===== config.mk =====
export PLATFORM = sky130hd
export DESIGN_NAME = card_match
export DESIGN_NICKNAME = d
export VERILOG_FILES = /design/src/rtl/card_match.sv
export SDC_FILE = /design/constraint.sdc
export NUM_CORES = 1
export LEC_CHECK = 0
export BUFFER_PORTS_ARGS = -buffer_cell sky130_fd_sc_hd__buf_2
export CAP_MARGIN = 0
export CORE_ASPECT_RATIO = 0.9
export CORE_UTILIZATION = 44
export DETAILED_ROUTE_END_ITERATION = 7
export HOLD_SLACK_MARGIN = 0.15
export PLACE_DENSITY = 0.69
export SKIP_LAST_GASP = 1
export SYNTH_ARGS = -nofsm -noshare
export SYNTH_HDL_FRONTEND = slang
export SYNTH_SLANG_ARGS = --single-unit

===== constraint.sdc =====
create_clock -name clk -period 2.4 [get_ports clk]
set_clock_uncertainty 0.1 [all_clocks]
set_input_delay 0.48 -clock clk [delete_from_list [all_inputs] [get_ports clk]]
set_output_delay 0.48 -clock clk [all_outputs]
set_load 0.01 [all_outputs]

===== src/rtl/card_match.sv =====
// card_match: pick detection, pair comparison, reveal/match masks and score for the 4x4 memory game.
// Define CARD_MATCH_TWO_PLAYER_EN to add alternating players with per-player scores.
module card_match #(
  parameter int NUM_CARDS   = 16,
  parameter int VAL_W       = 4,
  parameter int SHOW_CYCLES = 25000000
) (
  input  logic                       clk,
  input  logic                       rst,
  input  logic                       select,
  input  logic [3:0]                 cursor,
  input  logic [NUM_CARDS*VAL_W-1:0] cards,
  output logic [NUM_CARDS-1:0]       revealed,
  output logic [NUM_CARDS-1:0]       matched,
  output logic [3:0]                 first_idx,
  output logic                       first_valid,
  output logic                       match_pulse,
  output logic                       miss_pulse,
  output logic [3:0]                 pairs,
  output logic [7:0]                 turns,
  output logic                       game_over
`ifdef CARD_MATCH_TWO_PLAYER_EN
  ,
  output logic                       player,
  output logic [3:0]                 score0,
  output logic [3:0]                 score1
`endif
);

  localparam int TIMER_W = (SHOW_CYCLES > 1) ? $clog2(SHOW_CYCLES) : 1;
  localparam logic [TIMER_W-1:0] TIMER_LOAD = TIMER_W'(SHOW_CYCLES - 1);
  localparam logic [3:0] PAIRS_ALL = 4'(NUM_CARDS / 2);

  typedef enum logic [2:0] {
    IDLE,
    ONE,
    CHECK,
    SHOW,
    DONE
  } state_t;

  // One-hot mask of a card index; an index past the board yields an empty mask.
  function automatic logic [NUM_CARDS-1:0] card_mask(input logic [3:0] idx);
    logic [NUM_CARDS-1:0] m;
    m = '0;
    for (int i = 0; i < NUM_CARDS; i++) begin
      if (idx == 4'(i)) m[i] = 1'b1;
    end
    return m;
  endfunction

  function automatic logic [VAL_W-1:0] card_val(input logic [NUM_CARDS*VAL_W-1:0] c,
                                                input logic [3:0] idx);
    logic [VAL_W-1:0] v;
    v = '0;
    for (int i = 0; i < NUM_CARDS; i++) begin
      if (idx == 4'(i)) v = c[VAL_W*i +: VAL_W];
    end
    return v;
  endfunction

  function automatic logic [7:0] sat_inc8(input logic [7:0] x);
    return (x == 8'hFF) ? x : x + 8'd1;
  endfunction

  state_t               state, state_d;
  logic                 select_q;
  logic [3:0]           second_idx, second_idx_d, first_idx_d;
  logic                 first_valid_d, match_pulse_d, miss_pulse_d;
  logic [NUM_CARDS-1:0] revealed_d, matched_d;
  logic [NUM_CARDS-1:0] cur_mask, first_mask, second_mask;
  logic [3:0]           pairs_d;
  logic [7:0]           turns_d;
  logic [TIMER_W-1:0]   timer, timer_d;
  logic                 pick, accept, same;
`ifdef CARD_MATCH_TWO_PLAYER_EN
  logic                 player_d;
  logic [3:0]           score0_d, score1_d;
`endif

  assign cur_mask    = card_mask(cursor);
  assign first_mask  = card_mask(first_idx);
  assign second_mask = card_mask(second_idx);
  assign pick        = select & ~select_q;
  assign accept      = pick & (|cur_mask) & ~(|(revealed & cur_mask));
  // Values are read live, so the compare sees whatever cards holds during CHECK.
  assign same        = (card_val(cards, first_idx) == card_val(cards, second_idx));
  assign game_over   = (state == DONE);

  always_comb begin
    state_d       = state;
    revealed_d    = revealed;
    matched_d     = matched;
    first_idx_d   = first_idx;
    first_valid_d = first_valid;
    second_idx_d  = second_idx;
    match_pulse_d = 1'b0;
    miss_pulse_d  = 1'b0;
    pairs_d       = pairs;
    turns_d       = turns;
    timer_d       = timer;
`ifdef CARD_MATCH_TWO_PLAYER_EN
    player_d      = player;
    score0_d      = score0;
    score1_d      = score1;
`endif
    case (state)
      IDLE: begin
        if (accept) begin
          revealed_d    = revealed | cur_mask;
          first_idx_d   = cursor;
          first_valid_d = 1'b1;
          state_d       = ONE;
        end
      end
      ONE: begin
        if (accept) begin
          revealed_d   = revealed | cur_mask;
          second_idx_d = cursor;
          state_d      = CHECK;
        end
      end
      CHECK: begin
        turns_d       = sat_inc8(turns);
        first_valid_d = 1'b0;
        if (same) begin
          matched_d     = matched | first_mask | second_mask;
          match_pulse_d = 1'b1;
          pairs_d       = pairs + 4'd1;
`ifdef CARD_MATCH_TWO_PLAYER_EN
          if (player) score1_d = score1 + 4'd1;
          else        score0_d = score0 + 4'd1;
`endif
          state_d       = (pairs_d == PAIRS_ALL) ? DONE : IDLE;
        end else begin
          miss_pulse_d = 1'b1;
          timer_d      = TIMER_LOAD;
          state_d      = SHOW;
        end
      end
      SHOW: begin
        // Timer reaches zero on the last face-up cycle; the pair hides on the next edge.
        if (timer == '0) begin
          revealed_d = revealed & ~(first_mask | second_mask);
          state_d    = IDLE;
`ifdef CARD_MATCH_TWO_PLAYER_EN
          player_d   = ~player;
`endif
        end else begin
          timer_d = timer - 1'b1;
        end
      end
      DONE: begin
        state_d = DONE;
      end
      default: begin
        state_d = IDLE;
      end
    endcase
  end

  always_ff @(posedge clk) begin
    if (!rst) begin
      state       <= IDLE;
      select_q    <= 1'b0;
      revealed    <= '0;
      matched     <= '0;
      first_idx   <= '0;
      first_valid <= 1'b0;
      second_idx  <= '0;
      match_pulse <= 1'b0;
      miss_pulse  <= 1'b0;
      pairs       <= '0;
      turns       <= '0;
      timer       <= '0;
`ifdef CARD_MATCH_TWO_PLAYER_EN
      player      <= 1'b0;
      score0      <= '0;
      score1      <= '0;
`endif
    end else begin
      state       <= state_d;
      select_q    <= select;
      revealed    <= revealed_d;
      matched     <= matched_d;
      first_idx   <= first_idx_d;
      first_valid <= first_valid_d;
      second_idx  <= second_idx_d;
      match_pulse <= match_pulse_d;
      miss_pulse  <= miss_pulse_d;
      pairs       <= pairs_d;
      turns       <= turns_d;
      timer       <= timer_d;
`ifdef CARD_MATCH_TWO_PLAYER_EN
      player      <= player_d;
      score0      <= score0_d;
      score1      <= score1_d;
`endif
    end
  end

endmodule


---- Word level (Yosys, flattened, before mapping) ----
Cells that the tools add are included.
operators by class
  add/subtract/negate cells ............... 3
  equal/unequal tests ..................... 58
  mux-type cells .......................... 96
  bitwise operators ....................... 13
  reductions and logical operators ........ 20
operators by type and width
  kind                     number
  $mux W4                  32
  $eq A4 B4 Y1 const B     25
  $or A16 B16 Y16          4
  $mux W1                  51
  $mux W25                 2
  $pmux W25 S2             1
  $eq A4 B3 Y1 const B     12
  $and A16 B16 Y16         2
  $mux W16                 2
  $pmux W16 S2             1
  $reduce_or A16 Y1        2
  $logic_not A25 Y1        1
  $sub A25 B1 Y25 const B  1
  $eq A4 B2 Y1 const B     6
  $not A16 Y16             1
  $mux W3                  5
  $pmux W3 S5              1
  $eq A4 B1 Y1 const B     3
  $logic_not A4 Y1         3
  $reduce_and A2 Y1        6
  $ne A2 B2 Y1 const B     5
  $reduce_and A3 Y1        3
  $add A8 B1 Y8 const B    1
  $eq A8 B8 Y1 const B     1
  other kinds (12)         19
storage, ports and cells
  flip-flop bits (word level) ............. 84
  bits of input ports ..................... 71
  logic and storage cells ................. 202

---- Logic depth before layout (Yosys ltp) ----
Gate-level depths: netlist of the first run.
  word-level depth ........................ 20
  depth in mapped cells ................... 12

---- Worst setup path after synthesis of the first run ----
Ideal clock, no wire load.
  kind .................................... in2reg
  from .................................... in cursor[3]
  to ...................................... reg state[1]
  arrival time ............................ 2.446 ns
  setup slack ............................. -0.214 ns
  stages on the path ...................... 10
  cell sequence ........................... buf_2 -> mux2_2 -> a311oi_1 -> nand4b_1 -> or3_1 -> buf_2 -> or2_0 -> clkbuf_1 -> and2_1 -> o21ai_2
between the ends
  longest elaborated chain between the ends .. 8
  elaborated cells on any way between the ends .. 41
  classes of those cells .................. eq/ne: 17; mux: 16; bitwise: 4; reduce/logical: 4
ends and longest elaborated chain
  element                                     line  RTL
  start: declaration                          11    input logic [3:0] cursor,
  $eq A4 B1 Y1, or another cell as far along  47    if (idx == 4'(i)) m[i] = 1'b1;
  $mux W1                                     47
  $and A16 B16 Y16                            85    assign accept = pick & (|cur_mask) & ~(|(revealed & cur_mask));
  $reduce_or A16 Y1                           85
  $not A1 Y1                                  85
  $and A1 B1 Y1 (*)                           85
  $ne A2 B2 Y1 (no source line)               -
  $reduce_and A3 Y1 (no source line) (*)      -
  end signal: assignment                      182   state <= state_d;
  end: declaration                            66    state_t state, state_d;
Mark *: on every way between the ends. The rest lies on a longest branch, timed or not.
A chain may end at the register's enable or synchronous reset.

---- Final worst setup path of the first run ----
  from .................................... reg second_idx[0]
  to ...................................... reg matched[9]
between the ends
  longest elaborated chain between the ends .. 19
  elaborated cells on any way between the ends .. 36
  classes of those cells .................. eq/ne: 16; mux: 17; bitwise: 1; reduce/logical: 2
ends and longest elaborated chain
  element                             line  RTL
  start: declaration                  68    logic [3:0] second_idx, second_idx_d, first_idx_d;
  start signal: assignment            188   second_idx <= second_idx_d;
  $logic_not A4 Y1                    57    if (idx == 4'(i)) v = c[VAL_W*i +: VAL_W];
  $mux W4 (16 in a row)               57
  $eq A4 B4 Y1                        87    assign same = (card_val(cards, first_idx) == card_val(cards, second_idx));
  $reduce_and A2 Y1 (no source line)  -
  end signal: assignment              185   matched <= matched_d;
  end: declaration                    14    output logic [NUM_CARDS-1:0] matched,
Parallel ways exist; a longest one is shown, timed or not.

==> results of run 1 <==
## layout by cell type, fill, tap and decap left out, types with 5 or more instances in the layout
| master | instances |
|---|---|
| mux2i_1 | 32 |
| nor3_2 | 7 |
| mux4_2 | 6 |
| a32oi_1 | 5 |
| nand2b_1 | 17 |
| a21oi_2 | 14 |
| nor2b_1 | 16 |
| dfxtp_1 | 78 |
| inv_1 | 21 |
| xor2_1 | 13 |
| a211oi_2 | 7 |
| nor3_4 | 5 |
| or3_1 | 7 |
| a211oi_1 | 6 |
| nor3_1 | 17 |
| buf_12 | 10 |
| nand4_1 | 14 |
| a22oi_1 | 8 |
| buf_6 | 16 |
| o21ai_2 | 9 |
| o21ai_1 | 5 |
| nor2_1 | 58 |
| a22o_1 | 11 |
| o22ai_1 | 7 |
| buf_4 | 127 |
| and3_1 | 7 |
| nor4_1 | 7 |
| clkbuf_16 | 9 |
| xnor2_1 | 14 |
| buf_2 | 122 |
| nand3b_1 | 7 |
| nand2_1 | 38 |
| nand3_1 | 16 |
| a21oi_1 | 24 |
| o21ai_0 | 33 |
| a31oi_1 | 8 |
## cell families after synthesis
logic type | after synthesis | synth area share (%)
buffers and inverters | 72 | 6.187
flip-flops | 84 | 30.13
multiplexers | 45 | 9.594
AO/OA/AOI/OAI | 184 | 22.60
XOR/XNOR | 28 | 4.394
adder cells (fa/ha/maj) | 4 | 0.8967
AND/OR/NAND/NOR | 263 | 26.21
## critical path: cells and delay by family, from the launching register on
kind	cells	cell delay (ps)
flops	1	410
mux	1	510
buf+inv	2	260
compound gates	3	480
simple gates	4	790
## state kept, by name (all words and copies together), names as in the netlist, 3 cells and up
| register | cells |
|---|---|
| turns | 8 |
| second_idx | 4 |
| state | 3 |
| first_idx | 4 |
| revealed | 16 |
| pairs | 4 |
| matched | 16 |
| timer | 25 |
## area by class of cell
cell class / instances / area [um2]
inverter: 24 / 90.09
tap: 160 / 200.2
multi-input combinational: 524 / 3960
timing repair buffer: 278 / 2007
clock inverter: 4 / 56.30
fill: 948 / 3950
clock buffer: 12 / 256.5
sequential: 84 / 1699
## stage by stage
stage | worst slack [ps] | TNS (ps)
after floorplan | -116.3 | -2875
after global placement | -423.5 | -19870
after detailed placement | -455.1 | -23700
after CTS | -223.9 | -7580
after global routing | -326.4 | -14720
final | -256.4 | -9685
## power breakdown
group	leakage, nW	switching [mW]	total (mW)	internal (mW)
clock	0.147	0.591	1.46	0.871
sequential	0.684	0.0713	1.53	1.46
combinational	2.64	0.870	1.66	0.793
total	3.47	1.53	4.66	3.13
## routing by layer
| metal | wire (um) | global-route usage (%) |
|---|---|---|
| met5 | 0 | 0 |
| met1 | 9219 | 43.71 |
| met2 | 9320 | 50.21 |
| met4 | 495 | 10.14 |
| met3 | 1932 | 8.159 |
## worst max path at each step
stage	start	to
global placement	cursor[0]	state[1]
CTS	second_idx[0]	pairs[2]
finish	second_idx[0]	matched[9]
floorplan	cursor[0]	state[1]
global route	second_idx[0]	timer[5]
detailed placement	cursor[0]	state[1]
## what timing repair did
action / CTS / global route
buffers inserted: 9 / 5
resized for setup: 60 / 49
setup endpoints to repair: 71 / 75
cloned: 1 / 1
pin swaps: 31 / 29
==> results by group, run 1 <==
Floorplan
  • Die height: 108.9 um
  • Die area: 13140 um2
  • Core box area: 12220 um2
  • Die X: 120.7 um
  • Row count: 38
  • I/O pin count: 123
  • Initial Util: 45.68%

Critical path
  • Slowest stage delay, CP: 510 ps
  • Required @ worst endpoint: 2540 ps
  • Slowest-stage cell, CP: mux4_2
  • Element type at the critical path start: register
  • R2r startpoint: second_idx[0]
  • WS Path Type: register to register
  • Reg2Reg Setup Slack: -260 ps
  • Worst setup EP type: register
  • Critical-path maximum fanout: 6
  • End of the worst register-to-register path: matched[9]
  • Worst-path cell chain: mux4_2 -> and2_4 -> a211oi_2 -> a31oi_2 -> or3_4 -> nand4_4 -> nor3_4 -> buf_4 -> buf_6 -> a22o_1
  • WP data arrival: 2790 ps
  • R2R depth: 10

Outcome
  • Failing checks: negative setup slack
  • Status: finished, violations left

GRT
  • Initial antenna violation count: 0
  • First-pass GRT wire length: 33050 um
  • Overall Global Routing Usage: 32.24%
  • Largest net degree at the start of global routing: 38
  • GR Overflow Total: 0
  • Number of global-route vias before repair: 6391

Synthesis
  • Area contributors post-synth: dfxtp_1 (30%), mux2i_1 (6.1%), nor2_1 (4.0%)
  • Post-synthesis cell count: 680
  • Top-count cell post-synth: dfxtp_1
  • Number of synthesized flops with an enable pin: 0
  • Most area-hungry cell type in the Yosys netlist: dfxtp_1
  • Synth top cells by count: dfxtp_1 (84), nor2_1 (60), nand2_1 (40)
  • Yosys warning total: 0
  • Most used DFF post-synth: dfxtp_1
  • Async S/R FF share, synth: 0%
  • Mapped cell area: 5582 um2
  • Yosys reg bits: 84
  • Syn_nets: 755
  • Syn Area/Cell: 8.208 um2
  • Synth cell types: 83
  • Register area share after synthesis: 30.13%
  • Yosys top cell area share: 30.13%

Final layout
  • Final #Nets: 996
  • Final Cell Area: 8269 um2
  • Syn-to-layout area delta: 48.15%
  • Non-Filler Instances: 1086
  • Share of cells above drive strength 1: 43.20%
  • Final core utilization: 67.67%
  • N_diodes: 0

Detailed routing
  • Initial DRC Count: 679
  • Vias: 6501
  • DR DRC count: 0
  • Routed wire per std cell: 19.31 um
  • Drt via density: 5.986
  • ANT nets after route: 0
  • First-pass DRT Iterations: 7
  • Routed wire length: 20970 um

STA
  • RSZ-0062 raised after global routing: yes
  • Hold Fails Final Rpt: 0
  • Rel. slew slack: 64.08%
  • Worst-margin pin slew: 536.9 ps
  • Final worst setup slack: -256.4 ps
  • Setup violations, final: 60
  • Fin. max-slew vios: 0
  • Tmin final: 2656 ps
  • Period utilisation layout: 110.7%
  • Max frequency: 376.4 MHz
  • Worst hold slack: 266.0 ps

Power
  • P per Cell Area: 563.5 nW/um2
  • LEAKAGE: 3.473 nW
  • Tot Pwr: 4.659 mW
  • Maximum vdd drop: 388.0 uV

Hold path
  • Hold EP: select_q
  • Worst hold path class: primary input to register
  • HP Start: select
  • Hold-critical path depth: 2

Clocking
  • Root Buffer: clkbuf_16
  • CTS tree: built
  • TritonCTS Buffers: 9
  • Sink Count: 84
  • Clk pin slew, worst setup/hold paths: 60 ps
  • H-tree depth: 3
  • CTS Hold Bufs: 0
  • CTS Buffer Depth: 2
  • Clk_lat worst skew: 350 ps

Placed design
  • Routability cong.: 0.9308
  • Port-buffer cells: 122
  • Placed inst area: 7342 um2
  • Placed cell count: 1057
  • Post-DP HPWL: 15480 um

Flow run
  • MaxCap Viol Count: 0
(Power assumes the default switching activity.)
==> inputs of run 2 (changes only) <==
--- a/config.mk
+++ b/config.mk
@@ -11,7 +11,7 @@
 export CORE_UTILIZATION = 44
 export DETAILED_ROUTE_END_ITERATION = 7
 export HOLD_SLACK_MARGIN = 0.15
-export PLACE_DENSITY = 0.69
+export PLACE_DENSITY = 0.67
 export SKIP_LAST_GASP = 1
 export SYNTH_ARGS = -nofsm -noshare
 export SYNTH_HDL_FRONTEND = slang
==> constraint.sdc (replaced) <==
create_clock -name clk -period 3 [get_ports clk]
set_clock_uncertainty 0.1 [all_clocks]
set_input_delay 0.6 -clock clk [delete_from_list [all_inputs] [get_ports clk]]
set_output_delay 0.6 -clock clk [all_outputs]
set_load 0.01 [all_outputs]
==> run 2 against run 1 <==
  * First-iteration DRC count decreased by 17%
  * The run now ends clean
  * Count of clock-buffer cells in the layout decreased by 1
  * Final cell count decreased by 9.9%
  * Worst setup slack improved by 380 ps
  * Final area decreased by 17%
  * Wire length decreased by 13%
  * Worst hold slack improved by 84 ps
==> results by group, run 2 (synthesis results as in run 1) <==
Outcome
  • Status: finished, final reports clean

STA
  • RSZ-0062 raised after global routing: no
  • Fin. max-slew vios: 0
  • Tmin final: 2875 ps
  • Worst-margin pin slew: 578.0 ps
  • Setup violations, final: 0
  • Rel. slew slack: 61.14%
  • Max frequency: 347.9 MHz
  • Worst hold slack: 349.6 ps
  • Hold Fails Final Rpt: 0
  • Period utilisation layout: 95.82%

Clocking
  • Clk_lat worst skew: 340 ps
  • Root Buffer: clkbuf_16
  • Sink Count: 84
  • H-tree depth: 3
  • CTS Hold Bufs: 0
  • CTS tree: built
  • TritonCTS Buffers: 9
  • Clk pin slew, worst setup/hold paths: 60 ps
  • CTS Buffer Depth: 2

Final layout
  • Most frequent cells in the layout: buf_2 (122), dfxtp_1 (81), nor2_1 (60)
  • Area of the multi-input gates: 3577 um2
  • Syn-to-layout area delta: 23.54%
  • Share of cells above drive strength 1: 28.82%
  • Max reg flops: 25
  • Final #Nets: 890
  • # fillers: 1106
  • Largest regs: timer: 25 flops, matched: 16 flops, revealed: 16 flops
  • Most flop-heavy register: timer
  • N_diodes: 0
  • Commonest non-fill, non-tap cell in the layout: buf_2
  • Register Area: 1685 um2

Floorplan
  • Die area: 13140 um2
  • Initial Util: 45.68%
  • I/O pin count: 123
  • Die X: 120.7 um
  • Core box area: 12220 um2
  • Row count: 38
  • Die height: 108.9 um

Critical path
  • WS Path Type: register to register
  • Required @ worst endpoint: 3160 ps
  • Element type at the critical path start: register
  • Worst setup EP type: register
  • Critical-path maximum fanout: 9
  • R2R depth: 10
  • End of the worst register-to-register path: pairs[3]
  • R2r startpoint: second_idx[0]
  • WP data arrival: 3040 ps
  • Reg2Reg Setup Slack: 130 ps

Placed design
  • Post-DP HPWL: 13840 um
  • Routability cong.: 0.9291
  • Port-buffer cells: 122

Detailed routing
  • Vias: 5979
  • Routed wire per std cell: 18.62 um
  • Drt via density: 6.107
  • ANT nets after route: 0
  • Initial DRC Count: 566
  • DR DRC count: 0
  • Routed wire length: 18230 um
  • First-pass DRT Iterations: 5

Power
  • LEAKAGE: 2.788 nW
  • P per Cell Area: 464.9 nW/um2
  • Tot Pwr: 3.205 mW
  • Maximum vdd drop: 308.4 uV

Hold path
  • Hold EP: matched[12]
  • HP Start: matched[12]
  • Worst hold path class: register to register
  • Hold-critical path depth: 2

GRT
  • Largest net degree at the start of global routing: 43
  • First-pass GRT wire length: 29080 um
  • Initial antenna violation count: 0
  • Number of global-route vias before repair: 5659
  • GR Overflow Total: 0
  • Overall Global Routing Usage: 28.38%

Flow run
  • MaxCap Viol Count: 0
-- run 2: cell types whose count changed in the layout (fill, tap and decap cells not counted), sizes merged --
cell and delta:
inv -1, bufbuf -1, clkinvlp -1, clkinv +3, clkbuf -1, bufinv -1, buf -105
-- run 2: metrics by stage --
step           TNS (ps)  cells  setup WS [ps]  instance area, um2  utilization, %
2_1_floorplan         0    680          266.1                5582               -
3_3_place_gp          0    963          62.91                6593           53.95
3_5_place_dp     -16.34    963         -15.71                6593           53.95
4_1_cts               0    978          81.06                6863           56.16
5_1_grt               0    979          8.341                6895           56.43
6_report              0    979          125.4                6895           56.43
-- run 2: layer usage --
layer | wire length (um) | track usage [%] | up-vias
li1 | - | - | 2785
met1 | 8385 | 39.79 | 2852
met2 | 7936 | 43.56 | 306
met3 | 1527 | 5.649 | 36
met4 | 381 | 9.259 | 0
met5 | 0 | 0 | -
-- run 2: power by group --
part / internal (mW) / leakage [nW] / switching, mW
Clock: 0.578 / 0.131 / 0.446
Sequential: 1.17 / 0.682 / 0.0673
Combinational: 0.390 / 1.98 / 0.553
-- run 2: how the worst max path moves through the flow --
stage,to,slack [ps],start
after floorplan,state[1],270,cursor[3]
after global placement,pairs[3],60,cards[16]
after detailed placement,revealed[15],-20,cursor[0]
after CTS,pairs[2],80,second_idx[0]
after global routing,pairs[2],8,first_idx[0]
final,pairs[3],130,second_idx[0]
-- run 2: critical path: stages, from the launching register on --
cell,delay [ps]
dfxtp_2,480
buf_4,210
mux2i_1,250
a2111oi_2,80
a211o_1,300
or4_4,430
nand3_2,110
nand4_4,160
buf_4,200
nor4_2,260
mux2i_1,220
-- run 2: layout make-up --
type | instances | area share [%]
multi-input combinational | 524 | 51.88
sequential | 84 | 24.44
timing repair buffer | 172 | 15.57
clock buffer | 11 | 3.520
tap | 160 | 2.903
inverter | 24 | 1.306
clock inverter | 4 | 0.3811
-- run 2: timing repair --
action                                  in CTS  in global routing
gates resized for setup                      1                 10
endpoints found under the setup margin       2                 28
gates cloned                                 0                  0
pin swaps                                    0                  2
buffers inserted                             0                  1
==> inputs of run 3 (changes only) <==
==> constraint.sdc (replaced) <==
create_clock -name clk -period 2.7 [get_ports clk]
set_clock_uncertainty 0.1 [all_clocks]
set_input_delay 0.54 -clock clk [delete_from_list [all_inputs] [get_ports clk]]
set_output_delay 0.54 -clock clk [all_outputs]
set_load 0.01 [all_outputs]
==> run 3 against run 2 <==
  * The flow now finishes with violations (negative setup slack)
  * Final cell count is 5.1% higher
  * Wire length up 8.7%
  * Combinational power is 33% higher
  * Worst hold slack got worse by 17 ps
  * Non-clock buffer count grew 52
  * Power grew 15%
  * Register-to-register slack got worse by 130 ps
  * Flip-flop and latch count unchanged
  * Largest cell class unchanged
  * Highest routed layer unchanged
==> results by group, run 3 (synthesis results as in run 1) <==
STA
  • Tmin final: 2706 ps
  • Worst-margin pin slew: 605.4 ps
  • Final worst setup slack: -5.815 ps
  • Rel. slew slack: 59.21%
  • Setup violations, final: 3
  • Fin. max-slew vios: 0
  • Max frequency: 369.6 MHz
  • Hold Fails Final Rpt: 0
  • RSZ-0062 raised after global routing: yes
  • Period utilisation layout: 100.2%

Power
  • LEAKAGE: 3.094 nW
  • P per Cell Area: 493.3 nW/um2
  • Maximum vdd drop: 352.3 uV

GRT
  • M3 GR Usage: 5.178%
  • First-pass GRT wire length: 30380 um
  • Global routing's busiest layer: met2
  • M1 GR Usage: 43.57%
  • Number of global-route vias before repair: 5711
  • Met2 Usage GRT: 45.48%
  • Initial antenna violation count: 0
  • Largest net degree at the start of global routing: 38
  • Overall Global Routing Usage: 29.86%
  • GR Overflow Total: 0

Detailed routing
  • DR DRC count: 0
  • First-pass DRT Iterations: 5
  • Initial DRC Count: 630
  • ANT nets after route: 0
  • Drt via density: 5.977
  • Routed wire length: 19810 um
  • Routed wire per std cell: 19.25 um
  • Vias: 6150

Critical path
  • R2r startpoint: second_idx[0]
  • Crit path from: second_idx[0]
  • Slowest-stage cell, CP: or3b_4
  • Slowest stage delay, CP: 420 ps
  • R2R depth: 10
  • Worst setup EP type: register
  • Reg2Reg Setup Slack: -6 ps
  • Element type at the critical path start: register
  • WP data arrival: 2820 ps
  • Worst Setup EP: timer[19]
  • Required @ worst endpoint: 2820 ps
  • Critical-path maximum fanout: 7
  • Worst-path cell chain: buf_6 -> or3b_4 -> a2111oi_4 -> a211o_1 -> or4_4 -> a21o_1 -> nand4_4 -> o211ai_4 -> clkbuf_16 -> o21ai_2
  • End of the worst register-to-register path: timer[19]
  • WS Path Type: register to register

Final layout
  • Syn-to-layout area delta: 34.27%
  • Non-Filler Instances: 1029
  • Final Cell Area: 7495 um2
  • N_diodes: 0
  • Share of cells above drive strength 1: 34.64%
  • Final core utilization: 61.34%
  • Max reg flops: 25
  • Largest regs: timer: 25 flops, matched: 16 flops, revealed: 16 flops
  • Commonest non-fill, non-tap cell in the layout: buf_2
  • Final #Nets: 942
  • Most flop-heavy register: timer
  • Most frequent cells in the layout: buf_2 (122), buf_4 (83), dfxtp_1 (79)

Clocking
  • Sink Count: 84
  • Root Buffer: clkbuf_16
  • Clk_lat worst skew: 340 ps
  • Clk pin slew, worst setup/hold paths: 60 ps
  • CTS Buffer Depth: 2
  • CTS Hold Bufs: 0
  • H-tree depth: 3
  • TritonCTS Buffers: 9
  • CTS tree: built

Placed design
  • Port-buffer cells: 122
  • Routability cong.: 0.9108
  • Placed cell count: 1008
  • Placed inst area: 6918 um2
  • Post-DP HPWL: 14910 um

Hold path
  • Hold-critical path depth: 2
  • Worst hold path class: primary input to register

Outcome
  • Failing checks: negative setup slack
  • Status: finished, violations left

Floorplan
  • I/O pin count: 123
  • Die X: 120.7 um
  • Row count: 38
  • Die height: 108.9 um
  • Initial Util: 45.68%
  • Core box area: 12220 um2
  • Die area: 13140 um2

Flow run
  • MaxCap Viol Count: 0
==> run 3: changes by cell type in the layout (fill, tap and decap cells not counted), moves of 2 or more <==
| cell | previous run | this run |
|---|---|---|
| buf_4 | 43 | 83 |
| nor4_1 | 10 | 8 |
| dfxtp_2 | 3 | 1 |
| a211oi_2 | 1 | 3 |
| dfxtp_4 | 0 | 4 |
| o21ai_0 | 35 | 31 |
| dfxtp_1 | 81 | 79 |
| o21ai_1 | 4 | 7 |
| clkbuf_16 | 9 | 12 |
| buf_6 | 0 | 8 |
| a211oi_1 | 12 | 10 |
==> run 3: final cells by class <==
| type | count | area (um2) |
|---|---|---|
| sequential | 84 | 1698 |
| clock buffer | 10 | 229.0 |
| tap | 160 | 200.2 |
| timing repair buffer | 224 | 1554 |
| multi-input combinational | 524 | 3706 |
| clock inverter | 3 | 17.52 |
| inverter | 24 | 90.09 |
| fill | 1059 | 4725 |
==> run 3: how the worst min path moves through the flow <==
stage | from | end | slack (ps)
after global routing | select | select_q | 350
after global placement | matched[12] | matched[12] | 330
after detailed placement | matched[12] | matched[12] | 340
after CTS | select | select_q | 330
after floorplan | state[2] | state[0] | 360
final | select | select_q | 330
==> run 3: through the flow <==
step	worst slack [ps]	total power, mW	hold slack [ps]	TNS [ps]
final	-5.815	3.697	332.2	-11.22
after global routing	-87.79	3.879	346.8	-1600
after CTS	-21.79	3.629	328.6	-22.10
after detailed placement	-402.0	2.507	344.6	-12870
after global placement	-213.7	2.486	332.2	-4770
after floorplan	26.05	2.061	364.0	0
==> run 3: what timing repair did <==
action,in CTS,in global routing
setup endpoints to repair,50,51
hold endpoints to repair,0,0
gates resized for setup,20,37
setup buffers,3,2
gates cloned,0,3
pin swaps,4,8
==> run 3: worst max-delay path: cells and delay by family (launching register included) <==
kind / cells / cell delay, ps
AO/OA/AOI/OAI: 5 / 1030
flip-flops: 1 / 380
buffers and inverters: 2 / 370
AND/OR/NAND/NOR: 3 / 710
==> run 3: power by group <==
part	switching (mW)	internal, mW	total (mW)	leakage (nW)
registers	0.0727	1.30	1.37	0.684
logic	0.686	0.565	1.25	2.29
clock network	0.468	0.604	1.07	0.120
==> run 3: metal layers <==
| layer | vias up | part of all wire (%) | wire, um |
|---|---|---|---|
| met4 | 0 | 1.5 | 299 |
| met5 | - | 0 | 0 |
| met2 | 297 | 44 | 8771 |
| met1 | 2940 | 46 | 9091 |
| li1 | 2880 | - | - |
| met3 | 33 | 8.3 | 1650 |
